**src/rtl/mps_axil_cmd_master.sv**
```systemverilog
`timescale 1ns/1ps
// ----------------------------------------------------------------------------
// mps_axil_cmd_master
//
// AXI4-Lite master that turns single commands from a local command source
// (front-panel or serial bridge) into one register write or read on the MPS
// system register slave. Only one transaction is in flight at a time, and the
// result is handed back on a valid/ready response port.
//
// A transaction that the slave never finishes is cut off after TIMEOUT_CYC
// cycles. All AXI valids and readies are dropped, and a timeout error is
// reported, so a stuck slave cannot hang the command source.
//
// Parameters
//   C_M_AXI_DATA_WIDTH  data width, only 32 is supported
//   C_M_AXI_ADDR_WIDTH  byte address width (7 covers the 20-word map)
//   TIMEOUT_CYC         cycles from command accept to forced completion
//                       (minimum 4, maximum 65536)
//
// Ports
//   i_clk, i_rst        clock (rising edge), asynchronous active-low reset
//   i_cmd_*/o_cmd_ready command request; accepted when valid & ready
//   o_rsp_*/i_rsp_ready response; consumed when valid & ready
//                       o_rsp_err: 00 OKAY, 01 SLVERR/DECERR, 10 timeout
//   o_busy              high whenever the FSM is not idle
//   m00_axi_*           AXI4-Lite master channels AW, W, B, AR, R
//
// All outputs are registered. Accepting a command in cycle T raises
// awvalid/wvalid or arvalid in T+1.
// ----------------------------------------------------------------------------
module mps_axil_cmd_master #(
    parameter int C_M_AXI_DATA_WIDTH = 32,
    parameter int C_M_AXI_ADDR_WIDTH = 7,
    parameter int TIMEOUT_CYC        = 1024
) (
    input  logic                          i_clk,
    input  logic                          i_rst,

    // command port
    input  logic                          i_cmd_valid,
    output logic                          o_cmd_ready,
    input  logic                          i_cmd_wr,
    input  logic [C_M_AXI_ADDR_WIDTH-1:0] i_cmd_addr,
    input  logic [C_M_AXI_DATA_WIDTH-1:0] i_cmd_wdata,

    // response port
    output logic                          o_rsp_valid,
    input  logic                          i_rsp_ready,
    output logic [C_M_AXI_DATA_WIDTH-1:0] o_rsp_rdata,
    output logic [1:0]                    o_rsp_err,
    output logic                          o_busy,

    // AXI4-Lite write address
    output logic [C_M_AXI_ADDR_WIDTH-1:0] m00_axi_awaddr,
    output logic [2:0]                    m00_axi_awprot,
    output logic                          m00_axi_awvalid,
    input  logic                          m00_axi_awready,

    // AXI4-Lite write data
    output logic [C_M_AXI_DATA_WIDTH-1:0] m00_axi_wdata,
    output logic [3:0]                    m00_axi_wstrb,
    output logic                          m00_axi_wvalid,
    input  logic                          m00_axi_wready,

    // AXI4-Lite write response
    input  logic [1:0]                    m00_axi_bresp,
    input  logic                          m00_axi_bvalid,
    output logic                          m00_axi_bready,

    // AXI4-Lite read address
    output logic [C_M_AXI_ADDR_WIDTH-1:0] m00_axi_araddr,
    output logic [2:0]                    m00_axi_arprot,
    output logic                          m00_axi_arvalid,
    input  logic                          m00_axi_arready,

    // AXI4-Lite read data
    input  logic [C_M_AXI_DATA_WIDTH-1:0] m00_axi_rdata,
    input  logic [1:0]                    m00_axi_rresp,
    input  logic                          m00_axi_rvalid,
    output logic                          m00_axi_rready
);

    // ------------------------------------------------------------------------
    // constants
    // ------------------------------------------------------------------------
    localparam int AW = C_M_AXI_ADDR_WIDTH;
    localparam int DW = C_M_AXI_DATA_WIDTH;

    // The counter starts at 0 in the first active cycle. When it reads
    // TIMEOUT_CYC-1, TIMEOUT_CYC active cycles have elapsed. Leaving on that
    // edge puts o_rsp_valid exactly TIMEOUT_CYC+1 cycles after accept.
    localparam logic [15:0] TO_LAST = 16'(TIMEOUT_CYC - 1);

    // Word alignment: the two byte-lane bits are always issued as zero.
    localparam logic [AW-1:0] ADDR_MASK = {{(AW-2){1'b1}}, 2'b00};

    localparam logic [1:0] ERR_OKAY    = 2'b00;
    localparam logic [1:0] ERR_SLAVE   = 2'b01;
    localparam logic [1:0] ERR_TIMEOUT = 2'b10;

    // Protection and strobes are fixed: unprivileged secure data access,
    // full-word writes only.
    assign m00_axi_awprot = 3'b000;
    assign m00_axi_arprot = 3'b000;
    assign m00_axi_wstrb  = 4'hF;

    // ------------------------------------------------------------------------
    // state
    // ------------------------------------------------------------------------
    typedef enum logic [2:0] {
        S_IDLE,
        S_WR,
        S_WR_B,
        S_RD_AR,
        S_RD_R,
        S_RSP
    } state_t;

    state_t      state;
    logic        aw_done;   // AW handshake already happened in S_WR
    logic        w_done;    // W handshake already happened in S_WR
    logic [15:0] to_cnt;    // active cycles since accept

    // ------------------------------------------------------------------------
    // handshake decode
    // ------------------------------------------------------------------------
    logic cmd_acc;
    logic aw_hs, w_hs, b_hs, ar_hs, r_hs;
    logic aw_ok, w_ok;
    logic timeout;

    assign cmd_acc = i_cmd_valid & o_cmd_ready;
    assign aw_hs   = m00_axi_awvalid & m00_axi_awready;
    assign w_hs    = m00_axi_wvalid  & m00_axi_wready;
    assign b_hs    = m00_axi_bvalid  & m00_axi_bready;
    assign ar_hs   = m00_axi_arvalid & m00_axi_arready;
    assign r_hs    = m00_axi_rvalid  & m00_axi_rready;

    // A channel counts as done if it completed earlier or completes now.
    // This covers both channels finishing in the same cycle or in either order.
    assign aw_ok   = aw_done | aw_hs;
    assign w_ok    = w_done  | w_hs;

    assign timeout = (to_cnt == TO_LAST);

    // Only resp[1] separates OKAY/EXOKAY from SLVERR/DECERR.
    logic unused_resp_lsb;
    assign unused_resp_lsb = m00_axi_bresp[0] ^ m00_axi_rresp[0];

    // ------------------------------------------------------------------------
    // FSM with registered outputs
    // ------------------------------------------------------------------------
    always_ff @(posedge i_clk or negedge i_rst) begin
        if (!i_rst) begin
            state           <= S_IDLE;
            aw_done         <= 1'b0;
            w_done          <= 1'b0;
            to_cnt          <= '0;
            o_cmd_ready     <= 1'b0;
            o_rsp_valid     <= 1'b0;
            o_rsp_rdata     <= '0;
            o_rsp_err       <= ERR_OKAY;
            o_busy          <= 1'b0;
            m00_axi_awaddr  <= '0;
            m00_axi_awvalid <= 1'b0;
            m00_axi_wdata   <= '0;
            m00_axi_wvalid  <= 1'b0;
            m00_axi_bready  <= 1'b0;
            m00_axi_araddr  <= '0;
            m00_axi_arvalid <= 1'b0;
            m00_axi_rready  <= 1'b0;
        end else begin
            case (state)
                // ------------------------------------------------------------
                S_IDLE: begin
                    if (cmd_acc) begin
                        o_cmd_ready <= 1'b0;
                        o_busy      <= 1'b1;
                        to_cnt      <= '0;
                        aw_done     <= 1'b0;
                        w_done      <= 1'b0;
                        if (i_cmd_wr) begin
                            m00_axi_awaddr  <= i_cmd_addr & ADDR_MASK;
                            m00_axi_wdata   <= i_cmd_wdata;
                            m00_axi_awvalid <= 1'b1;
                            m00_axi_wvalid  <= 1'b1;
                            state           <= S_WR;
                        end else begin
                            m00_axi_araddr  <= i_cmd_addr & ADDR_MASK;
                            m00_axi_arvalid <= 1'b1;
                            state           <= S_RD_AR;
                        end
                    end else begin
                        // Also covers the first cycle after reset release.
                        o_cmd_ready <= 1'b1;
                    end
                end

                // ------------------------------------------------------------
                S_WR: begin
                    to_cnt <= to_cnt + 16'd1;
                    if (aw_hs) begin
                        m00_axi_awvalid <= 1'b0;
                        aw_done         <= 1'b1;
                    end
                    if (w_hs) begin
                        m00_axi_wvalid <= 1'b0;
                        w_done         <= 1'b1;
                    end
                    if (aw_ok && w_ok) begin
                        m00_axi_bready <= 1'b1;
                        state          <= S_WR_B;
                    end else if (timeout) begin
                        m00_axi_awvalid <= 1'b0;
                        m00_axi_wvalid  <= 1'b0;
                        o_rsp_valid     <= 1'b1;
                        o_rsp_rdata     <= '0;
                        o_rsp_err       <= ERR_TIMEOUT;
                        state           <= S_RSP;
                    end
                end

                // ------------------------------------------------------------
                // A beat that lands in the timeout cycle is still taken as the
                // real answer. Reporting a good completion beats a timeout.
                S_WR_B: begin
                    to_cnt <= to_cnt + 16'd1;
                    if (b_hs) begin
                        m00_axi_bready <= 1'b0;
                        o_rsp_valid    <= 1'b1;
                        o_rsp_rdata    <= '0;
                        o_rsp_err      <= m00_axi_bresp[1] ? ERR_SLAVE : ERR_OKAY;
                        state          <= S_RSP;
                    end else if (timeout) begin
                        m00_axi_bready <= 1'b0;
                        o_rsp_valid    <= 1'b1;
                        o_rsp_rdata    <= '0;
                        o_rsp_err      <= ERR_TIMEOUT;
                        state          <= S_RSP;
                    end
                end

                // ------------------------------------------------------------
                S_RD_AR: begin
                    to_cnt <= to_cnt + 16'd1;
                    if (ar_hs) begin
                        m00_axi_arvalid <= 1'b0;
                        m00_axi_rready  <= 1'b1;
                        state           <= S_RD_R;
                    end else if (timeout) begin
                        m00_axi_arvalid <= 1'b0;
                        o_rsp_valid     <= 1'b1;
                        o_rsp_rdata     <= '0;
                        o_rsp_err       <= ERR_TIMEOUT;
                        state           <= S_RSP;
                    end
                end

                // ------------------------------------------------------------
                S_RD_R: begin
                    to_cnt <= to_cnt + 16'd1;
                    if (r_hs) begin
                        m00_axi_rready <= 1'b0;
                        o_rsp_valid    <= 1'b1;
                        if (m00_axi_rresp[1]) begin
                            o_rsp_rdata <= '0;
                            o_rsp_err   <= ERR_SLAVE;
                        end else begin
                            o_rsp_rdata <= m00_axi_rdata;
                            o_rsp_err   <= ERR_OKAY;
                        end
                        state <= S_RSP;
                    end else if (timeout) begin
                        m00_axi_rready <= 1'b0;
                        o_rsp_valid    <= 1'b1;
                        o_rsp_rdata    <= '0;
                        o_rsp_err      <= ERR_TIMEOUT;
                        state          <= S_RSP;
                    end
                end

                // ------------------------------------------------------------
                // The response fields are held until consumed. o_cmd_ready
                // rises together with the return to idle, so a command
                // presented during this state is never accepted.
                S_RSP: begin
                    if (i_rsp_ready) begin
                        o_rsp_valid <= 1'b0;
                        o_busy      <= 1'b0;
                        o_cmd_ready <= 1'b1;
                        state       <= S_IDLE;
                    end
                end

                default: begin
                    state           <= S_IDLE;
                    o_cmd_ready     <= 1'b0;
                    o_busy          <= 1'b0;
                    o_rsp_valid     <= 1'b0;
                    m00_axi_awvalid <= 1'b0;
                    m00_axi_wvalid  <= 1'b0;
                    m00_axi_bready  <= 1'b0;
                    m00_axi_arvalid <= 1'b0;
                    m00_axi_rready  <= 1'b0;
                end
            endcase
        end
    end

endmodule

```
**config.mk**
```make
export PLATFORM = sky130hd
export DESIGN_NAME = mps_axil_cmd_master
export DESIGN_NICKNAME = d
export VERILOG_FILES = /design/src/rtl/mps_axil_cmd_master.sv
export SDC_FILE = /design/constraint.sdc
export NUM_CORES = 1
export LEC_CHECK = 0
export CAP_MARGIN = 10
export CORE_MARGIN = 3
export CORE_UTILIZATION = 45
export CTS_BUF_LIST = sky130_fd_sc_hd__clkbuf_2 sky130_fd_sc_hd__clkbuf_4 sky130_fd_sc_hd__clkbuf_8
export DETAILED_ROUTE_END_ITERATION = 6
export GPL_ROUTABILITY_DRIVEN = 0
export PLACE_DENSITY = 0.91
export SLEW_MARGIN = 0
export SYNTH_ARGS = -nofsm -noshare
export SYNTH_HDL_FRONTEND = slang
export SYNTH_SLANG_ARGS = --single-unit
```
**constraint.sdc**
```tcl
create_clock -name i_clk -period 2.2 [get_ports i_clk]
set_input_delay 0.66 -clock i_clk [delete_from_list [all_inputs] [get_ports i_clk]]
set_output_delay 0.66 -clock i_clk [all_outputs]
set_load 0.02 [all_outputs]
```
==> key figures <==
Setup path
  – Reg-to-Reg Start: to_cnt[12]
  – Depth of the most critical reg-to-reg path: 5
  – Slowest cell on the critical path: clkdlybuf4s50_1
  – Critical path's top delay family: buffers and inverters
  – Worst Setup End Kind: primary output
  – CP Data Arrival Time: 1.48 ns
  – Reg2reg end: o_rsp_rdata[13]
  – Crit-path max cell delay: 0.66 ns
  – Cell Chain, Critical Path: clkdlybuf4s50_1
  – Crit start category: register
  – CP Class: reg -> out
  – Crit path max fanout: 6
  – Crit path buf inv count: 1
  – Reg2Reg Setup Slack: 0.12 ns
  – Req. time, crit path: 1.54 ns

Global routing
  – All-Layer GR Usage: 21.2%
  – Initial antenna violation count: 0
  – Overflow after GRT: 0
  – First-pass GRT wire length: 19800 um
  – Vias in the first global route: 4084
  – Largest net degree at the start of global routing: 38

Layout
  – Post-Layout Cell Count: 763
  – Multi-input gate area: 1930 um^2
  – Ant. Diodes: 0
  – Nets: 711
  – Fraction of layout cells with a size suffix above 1: 16.2%
  – Post-route cell area: 6880 um^2
  – Area growth syn-to-layout: 45.0%
  – Fill count: 755
  – FF/Latch Area: 2630 um^2

Placement
  – Post-DP HPWL: 9540 um
  – IO buf count: 164
  – DP Area: 6680 um^2
  – Pre-CTS WS: -0.283 ns
  – Inst Count DP: 747

STA
  – Worst Max-Slew Pin Slew: 0.532 ns
  – Max Slew Vio Count: 0
  – Final setup vio count: 0
  – Tcrit/Tclk final: 97.4%
  – Final Skew: 0.0191 ns
  – F_max: 466 MHz
  – Final hold vios: 0
  – Rel. slew slack: 63.6%
  – Final worst slack: 0.0563 ns
  – RSZ-0062 raised after global routing: false
  – Crit path time final: 2.14 ns

Synth
  – #FFs+latches synth: 105
  – Synth Warn #: 0
  – Most common cell in the netlist: dfrtp_1
  – Sequential share of the synthesized area: 55.4%
  – Mean Syn Cell Area: 10.7 um^2
  – Synth top area share: 55.4%
  – Synth unique cells: 50
  – Synthesized cell area: 4740 um^2
  – Ys flop type: dfrtp_1
  – Synth area leaders: dfrtp_1 55%, mux2_2 10%, nand2_1 6.4%
  – Largest area contributor in the netlist: dfrtp_1
  – Post-Synthesis Cells: 443
  – Number of synthesized flops with an enable pin: 0
  – Ys async rst share: 100%
  – Post-synth top cells: 105 x dfrtp_1, 81 x nand2_1, 44 x o21ai_0

Hold path
  – HP Class: in -> async

Pwr
  – Pwr Density: 1150 nW/um^2
  – VDD IR max: 1.06 mV
  – Leak Pwr: 2.84 nW
  – Pwr Total: 7.93 mW

Drt
  – Via density: 5.35
  – Vias: 4081
  – Post-DRT Antenna Nets: 0
  – First-pass DRT Iterations: 5
  – First-iteration detailed-routing DRC count: 387
  – WL/cell: 16.5 um
  – DRC: 0
  – Final WL: 12600 um

Floorplan
  – Die Span X: 109 um
  – Core area: 10000 um^2
  – Io pins: 183
  – Standard-cell rows: 36
  – Initial Utilization: 47.4%
  – Die ar.: 11800 um^2
  – Chip height: 109 um

Clock network
  – CTS buffer count: 9
  – H-tree Lvls: 3
  – CTS sink cnt: 105
  – CTS root buf: clkbuf_8
  – Worst-path clk slew: 0.10 ns
  – Clk_lat worst skew: 0.37 ns
  – Longest Clk Path Bufs: 2
  – CTS tree: done
  – # Post-CTS Setup Buffers: 0

Flow run
  – MaxCap Viol Count: 0

Run status
  – Status: complete, no violations
cell type report:
| type | count | share of cell area [%] |
|---|---|---|
| sequential | 105 | 38.2 |
| timing repair buffer | 195 | 28.2 |
| multi-input combinational | 309 | 28.0 |
| tap | 133 | 2.42 |
| clock buffer | 10 | 2.00 |
| clock inverter | 6 | 0.855 |
| inverter | 5 | 0.273 |
per-layer routing:
layer	GRT usage (%)	vias to the layer above	routed length, um	share of wire, %
li1	-	1905	-	-
met1	26.2	1971	5000	40
met2	36.1	185	6340	50
met3	6.22	20	1050	8.3
met4	6.67	0	240	1.9
met5	0	-	0	0
placed cells by master (no fill, tap or decap), types with 4 or more instances in the layout:
cell type        count
nor2_1              18
buf_12               5
clkbuf_8            10
or2_2                5
xnor2_1              4
a31oi_1              5
clkdlybuf4s50_1    162
inv_1                5
dfrtp_1            104
a221o_1              4
mux2_2              42
or4_1                5
buf_4               26
nand4_1              6
nor4_1               5
o21ai_1              4
a21oi_1             14
o21ai_0             44
nand2_1             81
or3_1                4
nand3_1              9
conb_1              14
power by group:
group | internal, mW | total, mW | switching (mW)
Sequential | 2.57 | 3.03 | 0.461
Clock | 0.473 | 1.19 | 0.713
Combinational | 1.89 | 3.71 | 1.82
through the flow:
step	utilization [%]	setup TNS (ns)	hold slack [ns]
floorplan	-	0	0.364
global placement	66.8	-10.35	0.475
detailed placement	66.8	-14.41	0.480
CTS	68.7	0	0.111
global route	68.8	0	0.111
finish	68.8	0	0.124
cells by family after synthesis:
| family | share of synthesized area [%] |
|---|---|
| other | 0.158 |
| XOR/XNOR | 1.29 |
| buffers and inverters | 5.15 |
| AO/OA/AOI/OAI | 11.8 |
| multiplexers | 9.97 |
| adder cells (fa/ha/maj) | 0.264 |
| flip-flops | 55.4 |
| AND/OR/NAND/NOR | 16.0 |
worst max path at each step:
stage	from	to	cells after the start
6_report	m00_axi_arvalid	m00_axi_arvalid	1
5_1_grt	m00_axi_arvalid	m00_axi_arvalid	1
4_1_cts	m00_axi_arvalid	m00_axi_arvalid	1
3_5_place_dp	i_cmd_valid	to_cnt[14]	5
3_3_place_gp	i_cmd_valid	to_cnt[14]	5
2_1_floorplan	i_cmd_valid	m00_axi_wdata[10]	6
state kept, by name, summed over array words and instances (netlist names), 2 cells and up:
name            count
m00_axi_araddr      5
state               3
m00_axi_wdata      32
o_rsp_err           2
to_cnt             16
m00_axi_awaddr      5
o_rsp_rdata        32
timing repair:
item	CTS	global route
hold endpoints to repair	0	0
hold buffers	0	0
resized for setup	1	2
setup endpoints to repair	1	9
No activity file was read; power rests on OpenSTA's default activity.
